==> config.mk <==
export PLATFORM = sky130hd
export DESIGN_NAME = pe_array_seq
export DESIGN_NICKNAME = d
export VERILOG_FILES = /design/src/rtl/pe_array_seq.sv
export SDC_FILE = /design/constraint.sdc
export NUM_CORES = 1
export LEC_CHECK = 0
export CAP_MARGIN = 30
export CORE_ASPECT_RATIO = 1.5
export CORE_MARGIN = 3
export CORE_UTILIZATION = 47
export CTS_BUF_LIST = sky130_fd_sc_hd__clkbuf_4 sky130_fd_sc_hd__clkbuf_8 sky130_fd_sc_hd__clkbuf_16
export DETAILED_ROUTE_END_ITERATION = 10
export HOLD_SLACK_MARGIN = 0.1
export PLACE_DENSITY = 0.91
export SLEW_MARGIN = 10
export SYNTH_ARGS = -nofsm -noshare
export SYNTH_HDL_FRONTEND = slang
export SYNTH_SLANG_ARGS = --single-unit
==> constraint.sdc <==
create_clock -name clk -period 10.3 [get_ports clk]
set_clock_uncertainty 0.15 [all_clocks]
set_input_delay 3.09 -clock clk [delete_from_list [all_inputs] [get_ports clk]]
set_output_delay 3.09 -clock clk [all_outputs]
set_load 0.03 [all_outputs]
==> src/rtl/pe_array_seq.sv <==
// pe_array_seq: job sequencer for the modular PE array.
// Accepts one vector job at a time, streams N operand reads, tracks rows
// through the buffer-read + PE pipeline, and counts result writes to completion.
module pe_array_seq #(
  parameter int unsigned DATA_WIDTH = 54,
  parameter int unsigned ADDR_WIDTH = 10,
  parameter int unsigned PE_LATENCY = 4,
  parameter int unsigned LEN_WIDTH  = 11
) (
  input  logic                  clk,
  input  logic                  rst,
  input  logic                  cmd_valid,
  output logic                  cmd_ready,
  input  logic [1:0]            cmd_op,
  input  logic [LEN_WIDTH-1:0]  cmd_len,
  input  logic [ADDR_WIDTH-1:0] cmd_src_base,
  input  logic [ADDR_WIDTH-1:0] cmd_dst_base,
  input  logic [DATA_WIDTH-1:0] cmd_modulus,
  input  logic [DATA_WIDTH:0]   cmd_modulus_inv,
  output logic [1:0]            ctrl_pe,
  output logic [DATA_WIDTH-1:0] modulus,
  output logic [DATA_WIDTH:0]   modulus_inv,
  output logic                  rd_en,
  output logic [ADDR_WIDTH-1:0] rd_addr,
  output logic                  wr_en,
  output logic [ADDR_WIDTH-1:0] wr_addr,
  output logic                  busy,
  output logic                  done,
  output logic                  err
);

  // One cycle of buffer read followed by the PE array latency.
  localparam int unsigned PIPE_L = 1 + PE_LATENCY;

  localparam logic [1:0] S_IDLE  = 2'd0;
  localparam logic [1:0] S_ISSUE = 2'd1;
  localparam logic [1:0] S_DRAIN = 2'd2;
  localparam logic [1:0] S_DONE  = 2'd3;

  localparam logic [1:0] OP_RESERVED = 2'b11;

  logic [1:0]            state_q,   state_d;
  logic [1:0]            op_q,      op_d;
  logic [LEN_WIDTH-1:0]  len_q,     len_d;
  logic [ADDR_WIDTH-1:0] src_q,     src_d;
  logic [ADDR_WIDTH-1:0] dst_q,     dst_d;
  logic [DATA_WIDTH-1:0] mod_q,     mod_d;
  logic [DATA_WIDTH:0]   inv_q,     inv_d;
  logic [LEN_WIDTH-1:0]  iss_cnt_q, iss_cnt_d;
  logic [LEN_WIDTH-1:0]  wr_cnt_q,  wr_cnt_d;
  logic [PIPE_L-1:0]     vld_q,     vld_d;
  logic [ADDR_WIDTH-1:0] idx_q [PIPE_L];
  logic [ADDR_WIDTH-1:0] idx_d [PIPE_L];
  logic                  err_q,     err_d;
  logic                  rdy_q;
  logic                  accept;

  // Handshake and datapath-facing outputs decoded from registered state.
  always_comb begin
    cmd_ready   = rdy_q && (state_q == S_IDLE);
    accept      = cmd_valid && cmd_ready;
    rd_en       = (state_q == S_ISSUE);
    rd_addr     = rd_en ? (src_q + ADDR_WIDTH'(iss_cnt_q)) : '0;
    wr_en       = vld_q[PIPE_L-1];
    wr_addr     = wr_en ? (dst_q + idx_q[PIPE_L-1]) : '0;
    busy        = (state_q != S_IDLE);
    done        = (state_q == S_DONE);
    err         = err_q;
    ctrl_pe     = op_q;
    modulus     = mod_q;
    modulus_inv = inv_q;
  end

  // Job FSM, command capture and issue/write counters.
  always_comb begin
    state_d   = state_q;
    op_d      = op_q;
    len_d     = len_q;
    src_d     = src_q;
    dst_d     = dst_q;
    mod_d     = mod_q;
    inv_d     = inv_q;
    iss_cnt_d = iss_cnt_q;
    wr_cnt_d  = wr_cnt_q;
    err_d     = 1'b0;

    case (state_q)
      S_IDLE: begin
        if (accept) begin
          if (cmd_op == OP_RESERVED) begin
            err_d = 1'b1;
          end else begin
            op_d      = cmd_op;
            len_d     = cmd_len;
            src_d     = cmd_src_base;
            dst_d     = cmd_dst_base;
            mod_d     = cmd_modulus;
            inv_d     = cmd_modulus_inv;
            iss_cnt_d = '0;
            wr_cnt_d  = '0;
            state_d   = (cmd_len == '0) ? S_DONE : S_ISSUE;
          end
        end
      end
      S_ISSUE: begin
        if (iss_cnt_q == (len_q - LEN_WIDTH'(1))) begin
          state_d = S_DRAIN;
        end else begin
          iss_cnt_d = iss_cnt_q + LEN_WIDTH'(1);
        end
      end
      S_DRAIN: begin
        if (wr_cnt_q == len_q) begin
          state_d = S_DONE;
        end
      end
      default: begin
        state_d = S_IDLE;
      end
    endcase

    // Writes only occur outside IDLE, so this never collides with the clear on accept.
    if (wr_en) begin
      wr_cnt_d = wr_cnt_q + LEN_WIDTH'(1);
    end
  end

  // Row valid/index shift pipeline; carries the wrapped row offset to the write side.
  always_comb begin
    vld_d[0] = rd_en;
    idx_d[0] = ADDR_WIDTH'(iss_cnt_q);
    for (int unsigned i = 1; i < PIPE_L; i++) begin
      vld_d[i] = vld_q[i-1];
      idx_d[i] = idx_q[i-1];
    end
  end

  // State registers with asynchronous active-high clear.
  always_ff @(posedge clk or posedge rst) begin
    if (rst) begin
      state_q   <= S_IDLE;
      op_q      <= '0;
      len_q     <= '0;
      src_q     <= '0;
      dst_q     <= '0;
      mod_q     <= '0;
      inv_q     <= '0;
      iss_cnt_q <= '0;
      wr_cnt_q  <= '0;
      vld_q     <= '0;
      err_q     <= 1'b0;
      rdy_q     <= 1'b0;
      for (int unsigned i = 0; i < PIPE_L; i++) begin
        idx_q[i] <= '0;
      end
    end else begin
      state_q   <= state_d;
      op_q      <= op_d;
      len_q     <= len_d;
      src_q     <= src_d;
      dst_q     <= dst_d;
      mod_q     <= mod_d;
      inv_q     <= inv_d;
      iss_cnt_q <= iss_cnt_d;
      wr_cnt_q  <= wr_cnt_d;
      vld_q     <= vld_d;
      err_q     <= err_d;
      rdy_q     <= 1'b1;
      for (int unsigned i = 0; i < PIPE_L; i++) begin
        idx_q[i] <= idx_d[i];
      end
    end
  end

endmodule

==> impl_metrics.toml, run 1 <==
[outcome]
status = "completed"

[clock_network]
cts_sinks = 223
numCtsBuffers = 22
path_clk_slew_ns = 0.07
postCtsHoldBufs = 0
worstSkewPairLatency_ns = 0.49
cts_buffer_depth = 3
cts.repair.resized = 0
cts_tree = "yes"
htree_levels = 1
clockRootBuffer = "clkbuf_16"
postCtsSetupRepairBufs = 0

[grt]
grt_max_degree = 103
grt_overflow_total = 0
grt_util_all_layers = 0.224
grt_pass1_wl_um = 40100
grt_pass1_vias = 8101
antenna_found_initial = 0

[run]
drv_cap = 0

[synth]
synth_seq_cells = 223
yosysWarnings = 0
synthFlopType = "dfrtp_1"
synth-seq-area-share = 0.591
synth_async_sr_flop_share = 1.00
synth_edf_count = 0
synthTopCellsByCount = "nand2_1, dfrtp_1, clkbuf_1, ha_1"
synth_top_area_cell = "dfrtp_1"
netlist_area_um2 = 9440
netlist.area_leader.share = 0.591
netlist_top_cells_area = "dfrtp_1, nand2_1, ha_1, xor2_1, xnor2_1"
synth_fp_nets = 1158
synth_area_per_cell_um2 = 9.58
synthCells = 985
synth.distinct_cells = 57
synth.most_common_cell = "nand2_1"

[die]
coreArea_um2 = 19500
die_w_um = 122
fp.dieH_um = 180
initial_core_util = 0.485
die_area_um2 = 21900
ioPinCount = 282
placementRows = 62

[sta]
layout_min_cycle_time_ns = 6.92
hold_viol = 0
rsz0062_at_grt = "no"
tightest_slew_ns = 0.789
drv_slew = 0
fmax_mhz = 144
slew-limit-headroom = 0.474
setup_tns_ns = 0
setup_viol = 0
min_period_over_period = 0.672

[critical_path]
crit_fanout = 7
cp-end-kind = "primary output"
crit_path_start_kind = "flip-flop"
slowest_stage = "clkdlybuf4s50_1"
critPathMaxStageDelay_ns = 0.67
cp.arrival_ns = 3.68
crit_type = "reg -> out"
crit_path_cell_trace = "ha_1 > fa_1 > a21o_1 > a21oi_1 > nor2b_1 > o21a_1 > o41ai_1 > xnor2_1 > and2_1 > clkdlybuf4s50_1"
worstPathRequired_ns = 7.06

[power_and_ir_drop]
ir_drop_uv = 216
cellLeakagePower_uw = 0.00649
power_density_nw_per_um2 = 320
total_power_uw = 4280

[cells_and_area]
drive_above_1_share = 0.0528
fin_cells = 1526
n_antenna_cell = 0
regArea_um2 = 5580
finish.net_count = 1427
syn_to_final_growth_pct = 41.7
multiInputGateArea_um2 = 3640
n_fill_cell = 1356

[detailed_routing]
finalWirelength_um = 24900
drtIter0Drc = 419
remaining_drc_errors = 0
via_per_inst = 5.11
wl_per_cell_um = 16.3
vias = 7797
ant_nets = 0
dr.pass1.iters = 5

[placed_design]
io_buffer_count = 281
place.detailed.instances = 1482
gp_congestion = 0.831
dp_hpwl_um = 17300

[worst_hold_path]
min_path_type = "reg -> reg"
==> worst max-delay path: cells and delay by family, from the launching register on <==
kind	cells	cell delay, ns
buffers and inverters	1	0.67
and+or+nand+nor	2	0.24
DFF	1	0.45
xor gates and xnor gates	1	0.18
adders and majority gates	2	0.65
AOI/OAI and AO/OA	4	0.99
==> layout by cell type (no fill, tap or decap), types with 3 or more instances in the layout <==
cell type and n:
a21oi_1 18, and2_1 18, buf_16 4, buf_4 5, bufinv_16 4, clkbuf_16 23, clkbuf_8 4, clkdlybuf4s50_1 281
clkinv_2 4, dfrtp_1 223, ha_1 26, inv_1 13, mux2i_1 3, nand2_1 442, nand3_1 18, nand4_1 3
nor2_1 20, nor2b_1 7, nor3_1 6, nor3b_1 3, nor4_1 7, nor4_2 3, o211ai_1 4, o21a_1 4
o21ai_0 19, o21bai_1 5, o31ai_1 4, or2_2 5, or3_1 5, or4_1 8, xnor2_1 18, xor2_1 20
==> power by group <==
group | total [µW] | switching [µW] | leakage [µW] | internal (µW)
clock | 883 | 337 | 0.000405 | 546
sequential | 1490 | 265 | 0.00287 | 1220
combinational | 1910 | 1110 | 0.00321 | 800
==> through the flow <==
step	setup slack, ns	instance area (µm²)	utilization	hold slack, ns
3_5_place_dp	3.91	12500	0.640	0.185
6_report	3.38	13400	0.687	0.197
4_1_cts	3.34	13300	0.682	0.194
5_1_grt	3.18	13400	0.687	0.203
3_3_place_gp	4.08	12400	0.639	0.182
2_1_floorplan	0.954	9440	-	0.181
==> state kept, by name (all words and copies together), names as in the netlist, 5 cells and up <==
signal and cells:
dst_q 10, idx_d 40, idx_q 10, iss_cnt_q 11, len_q 11, modulus 54
modulus_inv 55, src_q 10, vld_q 5, wr_cnt_q 11
==> logic make-up (layout without fill, tap and decap cells) <==
kind of cell | after synthesis | count (layout) | share of synthesized area
buf+inv | 59 | 344 | 0.0254
xor+xnor | 38 | 38 | 0.0353
flops | 223 | 223 | 0.591
other cells | 1 | 1 | 0.000397
mux | 5 | 5 | 0.00557
compound gates | 73 | 73 | 0.0521
simple gates | 558 | 558 | 0.251
fa+ha+maj | 28 | 28 | 0.0387
==> final timing paths <==
| kind | from | endpoint | slack [ns] | cells past startpoint |
|---|---|---|---|---|
| min reg2reg | idx_d[24] | idx_d[14] | 0.20 | 0 |
| max | iss_cnt_q[0] | rd_addr[8] | 3.38 | 10 |
| min in group asynchronous | rst | idx_q[7] | 2.89 | 2 |
| max reg2reg | len_q[0] | state_q[1] | 7.21 | 7 |
| min | idx_d[24] | idx_d[14] | 0.20 | 0 |
| max in group asynchronous | rst | modulus_inv[3] | 6.09 | 4 |
==> final cells by class <==
class                      instances  share of cell area
sequential                       223               0.417
multi-input combinational        703               0.272
timing repair buffer             290               0.221
clock buffer                      29              0.0483
tap                              256              0.0239
clock inverter                    11              0.0129
inverter                          14             0.00449
==> layer usage <==
metal	GRT usage	vias up	share of wire
met3	0.0384	74	0.056
met1	0.255	3742	0.36
met5	0	-	0
met2	0.410	274	0.54
li1	-	3707	-
met4	0.0906	0	0.043
(Power assumes the default switching activity.)
==> run 2: changes to the inputs <==
--- a/config.mk
+++ b/config.mk
@@ -8,11 +8,11 @@
 export CAP_MARGIN = 30
 export CORE_ASPECT_RATIO = 1.5
 export CORE_MARGIN = 3
-export CORE_UTILIZATION = 47
+export CORE_UTILIZATION = 43
 export CTS_BUF_LIST = sky130_fd_sc_hd__clkbuf_4 sky130_fd_sc_hd__clkbuf_8 sky130_fd_sc_hd__clkbuf_16
 export DETAILED_ROUTE_END_ITERATION = 10
 export HOLD_SLACK_MARGIN = 0.1
-export PLACE_DENSITY = 0.91
+export PLACE_DENSITY = 0.88
 export SLEW_MARGIN = 10
 export SYNTH_ARGS = -nofsm -noshare
 export SYNTH_HDL_FRONTEND = slang
==> constraint.sdc (replaced) <==
create_clock -name clk -period 6.2 [get_ports clk]
set_clock_uncertainty 0.15 [all_clocks]
set_input_delay 1.86 -clock clk [delete_from_list [all_inputs] [get_ports clk]]
set_output_delay 1.86 -clock clk [all_outputs]
set_load 0.03 [all_outputs]
==> run 2 against run 1 <==
Flip-flop and latch count stayed put. Sequential share of layout area increased by 0.28 points. Die area is 8.9% higher. Wire length fell by 0.94%. Worst hold slack got worse by 0.0068 ns. Non-clock buffer count down 3.
==> impl_metrics.toml, run 2 (same netlist as run 1, synthesis figures left out) <==
[placed_design]
place.detailed.instances = 1495
io_buffer_count = 281
gp_congestion = 0.846
dp_hpwl_um = 17400

[detailed_routing]
ant_nets = 0
dr.pass1.iters = 4
drtIter0Drc = 344
remaining_drc_errors = 0
finalWirelength_um = 24700
vias = 7748
via_per_inst = 5.04
wl_per_cell_um = 16.0

[sta]
setup_tns_ns = 0
layout_min_cycle_time_ns = 5.55
rsz0062_at_grt = "no"
drv_slew = 0
setup_viol = 0
slew-limit-headroom = 0.385
min_period_over_period = 0.896
hold_viol = 0
tightest_slew_ns = 0.922
fmax_mhz = 180

[power_and_ir_drop]
cellLeakagePower_uw = 0.00643
switching_power_uw = 2850
ir_drop_uv = 295
p_int_uw = 4180
sw_frac_of_total = 0.405
combPwrFrac = 0.449
pwr-share-clk = 0.202
power_density_nw_per_um2 = 530
pwr-share-seq = 0.349

[critical_path]
rr_worst_depth = 9
worstReg2RegStart = "state_q[0]"
crit_path_start_kind = "flip-flop"
cp.arrival_ns = 3.54
critPathLaunch = "iss_cnt_q[0]"
cp-end-kind = "primary output"
worstPathRequired_ns = 4.19
crit_fanout = 7
crit_type = "reg -> out"

[cells_and_area]
multiInputGateArea_um2 = 3640
largest_reg_flops = 55
n_antenna_cell = 0
fin_cells = 1537
drive_above_1_share = 0.0520
n_fill_cell = 1722
finish.net_count = 1425
mostFrequentLayoutCells = "nand2_1, clkdlybuf4s50_1, dfrtp_1"
syn_to_final_growth_pct = 40.8
final_common_cell = "nand2_1"
regArea_um2 = 5580

[grt]
grt_util_all_layers = 0.207
grt_pass1_wl_um = 40700
grt_pass1_vias = 8244
grt_overflow_total = 0
grt_max_degree = 120
antenna_found_initial = 0

[die]
initial_core_util = 0.443
fp.dieH_um = 187
ioPinCount = 282
die_area_um2 = 23800
placementRows = 65
coreArea_um2 = 21300
die_w_um = 127

[worst_hold_path]
min_path_type = "reg -> reg"
hold_depth = 0
worstHoldStart = "idx_d[4]"

[clock_network]
path_clk_slew_ns = 0.07
postCtsHoldBufs = 0
postCtsSetupRepairBufs = 0
cts_buffer_depth = 3
cts_tree = "yes"
clockRootBuffer = "clkbuf_16"
numCtsBuffers = 23
cts.repair.resized = 0
cts_sinks = 223
htree_levels = 1
worstSkewPairLatency_ns = 0.50

[outcome]
status = "completed"

[run]
drv_cap = 0
## run 2: cell count changes in the layout (fill, tap and decap cells not counted)
cell / delta
buf_12: +2
clkinvlp_4: +3
bufinv_16: -2
buf_16: -4
buf_4: -1
clkinv_8: -1
clkinv_4: +1
clkbuf_8: +1
inv_8: +1
clkbuf_4: -1
## run 2: power by group through the flow
stage	Combinational (µW)	Clock, µW	Sequential, µW
4_1_cts	3190	1460	2460
6_report	3160	1420	2460
3_3_place_gp	3100	0	2440
5_1_grt	3410	1520	2540
3_5_place_dp	3170	0	2480
2_1_floorplan	1210	0	3100
## run 2: path summary, 6_finish.rpt
| kind | end | slack, ns |
|---|---|---|
| min reg2reg | idx_q[4] | 0.19 |
| min | idx_q[4] | 0.19 |
| max in group asynchronous | modulus_inv[42] | 3.13 |
| max | rd_addr[8] | 0.65 |
| min in group asynchronous | dst_q[2] | 1.69 |
| max reg2reg | modulus[24] | 2.85 |
## run 2: stage by stage
| step | hold slack, ns | setup slack, ns | power (µW) | utilization | instance area, µm² |
|---|---|---|---|---|---|
| floorplan | 0.181 | 1.28 | 4310 | - | 9440 |
| global placement | 0.181 | 1.23 | 5540 | 0.586 | 12500 |
| detailed placement | 0.185 | 1.19 | 5650 | 0.586 | 12500 |
| CTS | 0.196 | 0.612 | 7110 | 0.624 | 13300 |
| global route | 0.205 | 0.456 | 7460 | 0.624 | 13300 |
| finish | 0.191 | 0.645 | 7040 | 0.624 | 13300 |
## run 2: layout make-up
cell class	count	share of cell area
Inverter	14	0.00424
Tap cell	268	0.0252
Sequential cell	223	0.420
Timing Repair Buffer	287	0.217
Multi-Input combinational cell	703	0.274
Clock inverter	13	0.0107
Clock buffer	29	0.0491
## run 2: routing by layer
metal,track usage,routed length (µm),vias to the layer above
met3,0.0306,1270,82
met2,0.375,13000,280
met1,0.239,9330,3680
met5,0,0,-
li1,-,-,3706
met4,0.0933,1090,0
## run 2: critical path, cell delays in order (launching register included)
cell and delay [ns]:
dfrtp_1 0.45, ha_1 0.25, fa_1 0.40, a21o_1 0.17
a21oi_1 0.18, nor2b_1 0.09, o21a_1 0.20, o41ai_1 0.33
xnor2_1 0.17, and2_1 0.14, clkdlybuf4s50_1 0.66
==> run 3: changes to the inputs <==
--- a/config.mk
+++ b/config.mk
@@ -8,11 +8,12 @@
 export CAP_MARGIN = 30
 export CORE_ASPECT_RATIO = 1.5
 export CORE_MARGIN = 3
-export CORE_UTILIZATION = 43
+export CORE_UTILIZATION = 55
 export CTS_BUF_LIST = sky130_fd_sc_hd__clkbuf_4 sky130_fd_sc_hd__clkbuf_8 sky130_fd_sc_hd__clkbuf_16
 export DETAILED_ROUTE_END_ITERATION = 10
+export DONT_BUFFER_PORTS = 1
 export HOLD_SLACK_MARGIN = 0.1
-export PLACE_DENSITY = 0.88
+export PLACE_DENSITY = 0.84
 export SLEW_MARGIN = 10
 export SYNTH_ARGS = -nofsm -noshare
 export SYNTH_HDL_FRONTEND = slang
==> run 3 against run 2 <==
Worst setup slack better by 0.46 ns. Die area down 21%. Clock-buffer cell count down 2. Flip-flop and latch count unchanged. Critical endpoint unchanged. Power shrank 13%. Maximum frequency up 9.1%. Sequential power rose by 32%. Via count down 14%. Worst hold slack improved by 0.0061 ns.
==> impl_metrics.toml, run 3 (same netlist as run 1, synthesis figures left out) <==
[clock_network]
cts_buffer_depth = 3
numCtsBuffers = 21
clockRootBuffer = "clkbuf_16"
worstSkewPairLatency_ns = 0.48
cts_tree = "yes"
cts.repair.resized = 0
cts_sinks = 223
postCtsHoldBufs = 0
path_clk_slew_ns = 0.06
htree_levels = 1
postCtsSetupRepairBufs = 0

[placed_design]
io_buffer_count = 0
gp_congestion = 0.858
dp_hpwl_um = 14500

[detailed_routing]
wl_per_cell_um = 17.5
via_per_inst = 5.55
finalWirelength_um = 20900
vias = 6628
drtIter0Drc = 454
ant_nets = 0
remaining_drc_errors = 0
dr.pass1.iters = 5

[critical_path]
crit_type = "reg -> out"
critPathMaxStageDelay_ns = 0.45
crit_fanout = 7
slowest_stage = "dfrtp_1"
rr_worst_depth = 9
crit_path_cell_trace = "ha_1 > fa_1 > a21o_1 > a21oi_1 > nor2b_1 > o21a_1 > o41ai_1 > xnor2_1 > and2_1"
cp.arrival_ns = 3.08
cp-end-kind = "primary output"
worstPathRequired_ns = 4.19
crit_path_start_kind = "flip-flop"

[sta]
tightest_slew_ns = 1.04
layout_min_cycle_time_ns = 5.09
drv_slew = 0
setup_viol = 0
slew-limit-headroom = 0.305
min_period_over_period = 0.821
fmax_mhz = 196
rsz0062_at_grt = "no"
hold_viol = 0
setup_tns_ns = 0

[cells_and_area]
syn_to_final_growth_pct = 10.2
finish.net_count = 1144
n_antenna_cell = 0
final_common_cell = "nand2_1"
mostFrequentLayoutCells = "nand2_1, dfrtp_1, ha_1"
largest_reg_flops = 55
drive_above_1_share = 0.0630
postLayoutCoreUtil = 0.618
n_fill_cell = 1385

[run]
drv_cap = 0

[die]
coreArea_um2 = 16800
placementRows = 58
ioPinCount = 282
die_area_um2 = 18800
die_w_um = 113
fp.dieH_um = 166
initial_core_util = 0.561

[grt]
grt_max_degree = 155
grt_overflow_total = 0
gr-usage-met3 = 0.0422
grt_util_all_layers = 0.216
grt_pass1_vias = 6780
grt_util_met2 = 0.376
grt_pass1_wl_um = 33400
top_usage_layer = "met2"
met1_usage = 0.260
antenna_found_initial = 0

[worst_hold_path]
hold_depth = 0
min_path_type = "reg -> reg"

[outcome]
status = "completed"

[power_and_ir_drop]
cellLeakagePower_uw = 0.00536
power_density_nw_per_um2 = 590
ir_drop_uv = 415
run 3: cell count changes in the layout (fill, tap and decap cells not counted), moves of 2 or more:
cell	delta
clkinv_2	-3
bufinv_16	+4
clkdlybuf4s50_1	-281
clkbuf_16	-2
inv_8	-2
buf_4	+3
run 3: layout make-up:
type / count / area (µm²) / share of cell area
Timing Repair Buffer: 8 / 72.6 / 0.00697
Tap cell: 210 / 263 / 0.0252
Clock buffer: 27 / 596 / 0.0572
Inverter: 14 / 56.3 / 0.00541
Clock inverter: 9 / 200 / 0.0192
Multi-Input combinational cell: 703 / 3640 / 0.350
Sequential cell: 223 / 5580 / 0.536
run 3: report_power, final:
part	switching, µW	internal, µW
logic	894	544
clock network	521	927
registers	1240	2020
total	2650	3490
run 3: per-stage QoR:
stage	std cells	hold WS, ns	worst slack (ns)	instance area (µm²)	total power, µW
floorplan	985	0.181	1.28	9440	4310
global placement	1158	0.182	1.71	9610	4630
detailed placement	1158	0.185	1.62	9610	4730
CTS	1194	0.198	1.08	10400	6200
global route	1194	0.202	0.902	10400	6510
finish	1194	0.197	1.11	10400	6140
run 3: path summary, 6_finish.rpt:
check                      slack [ns]          from              end
max in group asynchronous        3.92           rst  modulus_inv[22]
setup reg to reg                 2.55    state_q[0]      modulus[43]
hold / removal                   0.20      vld_q[3]         vld_q[4]
setup / recovery                 1.11  iss_cnt_q[0]       rd_addr[8]
min in group asynchronous        1.26           rst         dst_q[3]
hold reg to reg                  0.20      vld_q[3]         vld_q[4]
run 3: critical path: cells and delay by family, from the launching register on:
kind                     cells  cell delay (ns)
AND/OR/NAND/NOR              2             0.42
flip-flops                   1             0.45
XOR/XNOR                     1             0.17
adder cells (fa/ha/maj)      2             0.66
AO/OA/AOI/OAI                4             0.90
run 3: metal layers:
metal | wire length [µm] | part of all wire
met2 | 11000 | 0.53
met5 | 0 | 0
met4 | 666 | 0.032
met1 | 7770 | 0.37
met3 | 1440 | 0.069
